## src/rtl/shift_pkg.sv

```systemverilog
// Shared types for the universal shift register.
//   shift_mode_e : 3-bit operation select (clear, load, shifts, rotates)
//   state_e      : controller state (idle / counted run)
//   is_left()    : true for modes whose shifted-out bit is the MSB
package shift_pkg;

    typedef enum logic [2:0] {
        MODE_CLR  = 3'b000,
        MODE_LOAD = 3'b001,
        MODE_LSR  = 3'b010,
        MODE_LSL  = 3'b011,
        MODE_ASR  = 3'b100,
        MODE_SRI  = 3'b101,
        MODE_ROR  = 3'b110,
        MODE_ROL  = 3'b111
    } shift_mode_e;

    typedef enum logic {
        ST_IDLE = 1'b0,
        ST_RUN  = 1'b1
    } state_e;

    function automatic logic is_left(input shift_mode_e mode);
        return (mode == MODE_LSL) || (mode == MODE_ROL);
    endfunction

endpackage

```

## src/rtl/shift_step.sv

```systemverilog
// One step of the universal shift register, purely combinational.
//   value       : current register contents
//   mode        : operation to apply
//   cin         : serial input, used by MODE_SRI only
//   load        : parallel load value, used by MODE_LOAD only
//   next_value  : register contents after the step
//   shifted_out : bit leaving the register (0 for clear/load)
module shift_step
    import shift_pkg::*;
#(
    parameter int WIDTH = 8
) (
    input  logic [WIDTH-1:0] value,
    input  shift_mode_e      mode,
    input  logic             cin,
    input  logic [WIDTH-1:0] load,
    output logic [WIDTH-1:0] next_value,
    output logic             shifted_out
);

    always_comb begin
        next_value  = value;
        // Right-type modes expose the LSB, left-type modes the MSB.
        shifted_out = is_left(mode) ? value[WIDTH-1] : value[0];
        case (mode)
            MODE_CLR: begin
                next_value  = '0;
                shifted_out = 1'b0;
            end
            MODE_LOAD: begin
                next_value  = load;
                shifted_out = 1'b0;
            end
            MODE_LSR: next_value = {1'b0, value[WIDTH-1:1]};
            MODE_LSL: next_value = {value[WIDTH-2:0], 1'b0};
            MODE_ASR: next_value = {value[WIDTH-1], value[WIDTH-1:1]};
            MODE_SRI: next_value = {cin, value[WIDTH-1:1]};
            MODE_ROR: next_value = {value[0], value[WIDTH-1:1]};
            MODE_ROL: next_value = {value[WIDTH-2:0], value[WIDTH-1]};
            default:  next_value = value;
        endcase
    end

endmodule

```

## src/rtl/shift_register_n.sv

```systemverilog
// Parametrised universal shift register with clock enable and a counted
// multi-step mode (start/busy/done handshake).
//   clk, rst_n : rising-edge clock, asynchronous active-low reset
//   en         : clock enable; when low register, sout and counter hold
//   start, cnt : request cnt steps of mode (sampled only when idle)
//   mode       : operation select (see shift_pkg::shift_mode_e)
//   cin        : serial input for MODE_SRI
//   load       : parallel load value
//   out        : register contents
//   sout       : bit most recently shifted out
//   busy       : counted operation in progress
//   done       : one-cycle pulse when a counted operation completes
module shift_register_n
    import shift_pkg::*;
#(
    parameter int WIDTH = 8,
    parameter int CNT_W = $clog2(WIDTH) + 1
) (
    input  logic             clk,
    input  logic             rst_n,
    input  logic             en,
    input  logic             start,
    input  logic [2:0]       mode,
    input  logic [CNT_W-1:0] cnt,
    input  logic             cin,
    input  logic [WIDTH-1:0] load,
    output logic [WIDTH-1:0] out,
    output logic             sout,
    output logic             busy,
    output logic             done
);

    state_e             state_reg;
    shift_mode_e        mode_reg;
    logic [CNT_W-1:0]   remain_reg;
    logic [WIDTH-1:0]   out_reg;
    logic               sout_reg;
    logic               done_reg;

    shift_mode_e        step_mode;
    logic [WIDTH-1:0]   step_value;
    logic               step_sout;

    // A counted run uses the mode latched at start; live mode is ignored.
    always_comb begin
        step_mode = shift_mode_e'(mode);
        if (state_reg == ST_RUN) begin
            step_mode = mode_reg;
        end
    end

    shift_step #(
        .WIDTH(WIDTH)
    ) u_step (
        .value      (out_reg),
        .mode       (step_mode),
        .cin        (cin),
        .load       (load),
        .next_value (step_value),
        .shifted_out(step_sout)
    );

    always_ff @(posedge clk or negedge rst_n) begin
        if (!rst_n) begin
            state_reg  <= ST_IDLE;
            mode_reg   <= MODE_CLR;
            remain_reg <= '0;
            out_reg    <= '0;
            sout_reg   <= 1'b0;
            done_reg   <= 1'b0;
        end else begin
            done_reg <= 1'b0;
            case (state_reg)
                ST_IDLE: begin
                    // start wins over a single step and is honoured even with en low.
                    if (start) begin
                        if (cnt != '0) begin
                            state_reg  <= ST_RUN;
                            mode_reg   <= shift_mode_e'(mode);
                            remain_reg <= cnt;
                        end else begin
                            done_reg <= 1'b1;
                        end
                    end else if (en) begin
                        out_reg  <= step_value;
                        sout_reg <= step_sout;
                    end
                end
                ST_RUN: begin
                    if (en) begin
                        out_reg    <= step_value;
                        sout_reg   <= step_sout;
                        remain_reg <= remain_reg - CNT_W'(1);
                        if (remain_reg == CNT_W'(1)) begin
                            state_reg <= ST_IDLE;
                            done_reg  <= 1'b1;
                        end
                    end
                end
                default: state_reg <= ST_IDLE;
            endcase
        end
    end

    assign out  = out_reg;
    assign sout = sout_reg;
    assign busy = (state_reg == ST_RUN);
    assign done = done_reg;

endmodule

```

## config.mk

```make
export PLATFORM = sky130hd
export DESIGN_NAME = shift_register_n
export DESIGN_NICKNAME = d
export VERILOG_FILES = /design/src/rtl/shift_pkg.sv /design/src/rtl/shift_step.sv /design/src/rtl/shift_register_n.sv
export SDC_FILE = /design/constraint.sdc
export NUM_CORES = 1
export LEC_CHECK = 0
export CAP_MARGIN = 20
export CORE_MARGIN = 2
export CORE_UTILIZATION = 48
export CTS_BUF_LIST = sky130_fd_sc_hd__clkbuf_16
export DETAILED_ROUTE_END_ITERATION = 10
export PLACE_DENSITY = 0.78
export SLEW_MARGIN = 20
export SYNTH_ARGS = -nofsm -noshare
export SYNTH_HDL_FRONTEND = slang
export SYNTH_SLANG_ARGS = --single-unit
```

## constraint.sdc

```tcl
create_clock -name clk -period 1.7 [get_ports clk]
set_input_delay 0.34 -clock clk [delete_from_list [all_inputs] [get_ports clk]]
set_output_delay 0.34 -clock clk [all_outputs]
set_load 0.01 [all_outputs]
```

==> results of run 1 <==
[repair_timing]
item                       4_1_cts  5_1_grt
setup buffers                    3        2
pin swaps                        1        6
gates resized for setup         11       14
setup endpoints to repair       12       12
gates cloned                     0        0
[path summary, 6_finish.rpt]
check,startpoint,to,slack (ns),depth (start not counted)
setup / recovery,cnt[1],mode_reg[2],0.04,6
hold / removal,rst_n,remain_reg[0],0.43,2
setup reg to reg,busy,out[2],0.07,5
hold reg to reg,sout,sout,0.49,2
max in group asynchronous,rst_n,busy,1.05,2
min in group clk,cnt[2],remain_reg[2],0.47,2
[area by class of cell]
| class | count | area (um^2) |
|---|---|---|
| Multi-Input combinational cell | 96 | 769 |
| Fill cell | 165 | 567 |
| Timing Repair Buffer | 57 | 513 |
| Sequential cell | 18 | 452 |
| Clock buffer | 3 | 75.1 |
| Inverter | 11 | 41.3 |
| Tap cell | 30 | 37.5 |
[critical path: stages]
cell	delay, ns
clkdlybuf4s50_1	0.43
or4_4	0.58
nor2b_4	0.17
buf_4	0.14
nand2_1	0.08
nand2_1	0.06
[metrics by stage]
step           TNS (ns)  power (mW)  std cells  cell area, um^2  hold slack (ns)
6_report              0        2.90        215             1890            0.426
3_3_place_gp      -3.43        2.14        207             1700            0.469
5_1_grt        -0.00230        3.08        215             1890            0.467
4_1_cts               0        2.78        213             1830            0.429
2_1_floorplan         0        1.65        132             1240           0.0444
3_5_place_dp      -4.23        2.20        207             1700            0.477
[Yosys cell counts (2+ instances only)]
cell | count | area, um^2
nor3b_1 | 2 | 15.0
inv_1 | 11 | 41.3
buf_2 | 4 | 20.0
or2_1 | 2 | 12.5
o21ai_0 | 17 | 85.1
o21ai_1 | 3 | 15.0
nand3_1 | 2 | 10.0
a21oi_1 | 3 | 15.0
nor4bb_1 | 2 | 20.0
ha_1 | 2 | 25.0
o221a_1 | 2 | 22.5
o311ai_2 | 7 | 114
a22o_1 | 7 | 61.3
o211ai_1 | 2 | 15.0
dfrtp_1 | 18 | 450
o31ai_1 | 2 | 15.0
a31oi_1 | 2 | 12.5
nor3_1 | 3 | 15.0
nand2_1 | 18 | 67.6
mux2i_1 | 5 | 50.1
[cells by family (layout without fill, tap and decap cells)]
kind of cell | count (synthesis) | in the layout | share of synthesized area
adders and majority gates | 2 | 2 | 0.0202
buffers and inverters | 18 | 71 | 0.0678
muxes | 6 | 6 | 0.0496
and+or+nand+nor | 40 | 40 | 0.188
DFF | 18 | 18 | 0.364
xor gates and xnor gates | 1 | 1 | 0.00709
AOI/OAI and AO/OA | 47 | 47 | 0.303
[report_power, final]
part           switching [mW]  internal (mW)  total (mW)  leakage, nW
clock network           0.164          0.310       0.473       0.0370
registers               0.253          0.605       0.857        0.230
logic                   0.735          0.837        1.57        0.577
[layer usage]
layer	routed length [um]	global-route usage
met5	0	0
met1	1570	0.383
met3	265	0.0546
met4	72	0.108
met2	1990	0.502
==> key figures, run 1 <==
Synth
  – Number of synthesized register bits: 18
  – Syn nets: around 150
  – Syn. warnings: 0
  – Async set-reset flop share out of synthesis: 1.00
  – Cell count after synthesis: 132
  – Synth Cell Area: 1240 um^2
  – Avg Cell Area, Syn: 9.37 um^2
  – Post-synth EDFFs: 0
  – Count of different cell masters after synthesis: 38
  – Most used DFF post-synth: dfrtp_1
  – Seq/Total Area, Yosys: 0.364

Drt
  – Initial drt markers: 57
  – First-pass DRT Iterations: 4
  – Drt wl/cell: 18.1 um
  – Antenna-violating nets left: 0
  – Post-Route WL: 3.90 mm
  – Via count: 1326
  – Via density: 6.17
  – Remaining DRCs: 0

Final layout
  – Util after Layout: 0.769
  – Syn-to-layout area delta: 52.7%
  – Max reg flops: 8
  – Layout cells sized above 1: 0.259
  – N_diodes: 0
  – Most frequent cells in the layout: clkdlybuf4s50_1 (26), buf_4 (26), nand2_1 (18)
  – Nets: 209

Floorplan
  – Initial Util: 0.504
  – Ports: 31
  – Die W: 54.8 um
  – Die footprint: between 2000 and 3000 um^2
  – Site row count: 18
  – Die height: 54.8 um
  – CORE AREA: 2450 um^2

GRT
  – Initial antenna violation count: 0
  – Overflow after GRT: 0
  – Number of global-route vias before repair: between 1000 and 1500
  – First-pass GRT wire length: 6.23 mm
  – Gr usage total: 0.301
  – Largest net degree at the start of global routing: 19

Power and ir drop
  – PD cells: 1540 nW/um^2
  – Leak pwr: between 0.8 and 0.9 nW
  – Worst IR drop on VDD: 0.00129 V

Clocking
  – CTS tree: yes
  – Root Driver: clkbuf_16
  – CTS sink count: 18
  – # hold bufs at CTS: 0
  – # H-tree levels: 1
  – Num CTS Buffers: 3
  – Clock Pin Slew Worst Setup and Hold Paths: ~0.05 ns
  – Clk Latency, worst-skew pair: approximately 0.25 ns
  – Clock Path Buffers: 2

Setup path
  – Crit. End Element: flop
  – Required @ worst endpoint: roughly 1.8 ns
  – Worst path arrival time: 1.79 ns
  – Crit Path Max Fanout: 4
  – Crit path launch type: primary input
  – Critical Setup Path Class: primary input to flop

STA
  – Slew headroom: 0.717
  – Worst slew pin tran: about 0.42 ns
  – Peak Freq: 602 MHz
  – Worst clock skew: 0.00163 ns
  – Max-slew violation count: 0
  – Setup ws final: just under 0.04 ns
  – Min cycle time layout: 1.66 ns
  – Fin. Hold Viols: 0
  – Final period utilization: 0.977
  – Final setup viols: 0

Place
  – DP Worst Slack: -0.335 ns
  – Detailed Place HPWL: between 2 and 3 mm
  – GP Congestion: 0.881
  – # port buffers: 30

Run
  – Max Cap Viol: 0

Min path
  – Hold Path Class: primary input to async pin

Status
  – Status: finished clean
Power figures use the tool's default switching activity.
==> run 2: changes to the inputs <==
--- a/config.mk
+++ b/config.mk
@@ -5,7 +5,6 @@
 export SDC_FILE = /design/constraint.sdc
 export NUM_CORES = 1
 export LEC_CHECK = 0
-export CAP_MARGIN = 20
 export CORE_MARGIN = 2
 export CORE_UTILIZATION = 48
 export CTS_BUF_LIST = sky130_fd_sc_hd__clkbuf_16
==> results of run 2 <==
No change in the layout: final DEF, timing and power equal those of run 1.
==> run 3: changes to the inputs <==
--- a/config.mk
+++ b/config.mk
@@ -10,7 +10,6 @@
 export CTS_BUF_LIST = sky130_fd_sc_hd__clkbuf_16
 export DETAILED_ROUTE_END_ITERATION = 10
 export PLACE_DENSITY = 0.78
-export SLEW_MARGIN = 20
 export SYNTH_ARGS = -nofsm -noshare
 export SYNTH_HDL_FRONTEND = slang
 export SYNTH_SLANG_ARGS = --single-unit
==> results of run 3 <==
No change in the layout: final DEF, timing and power equal those of run 1.
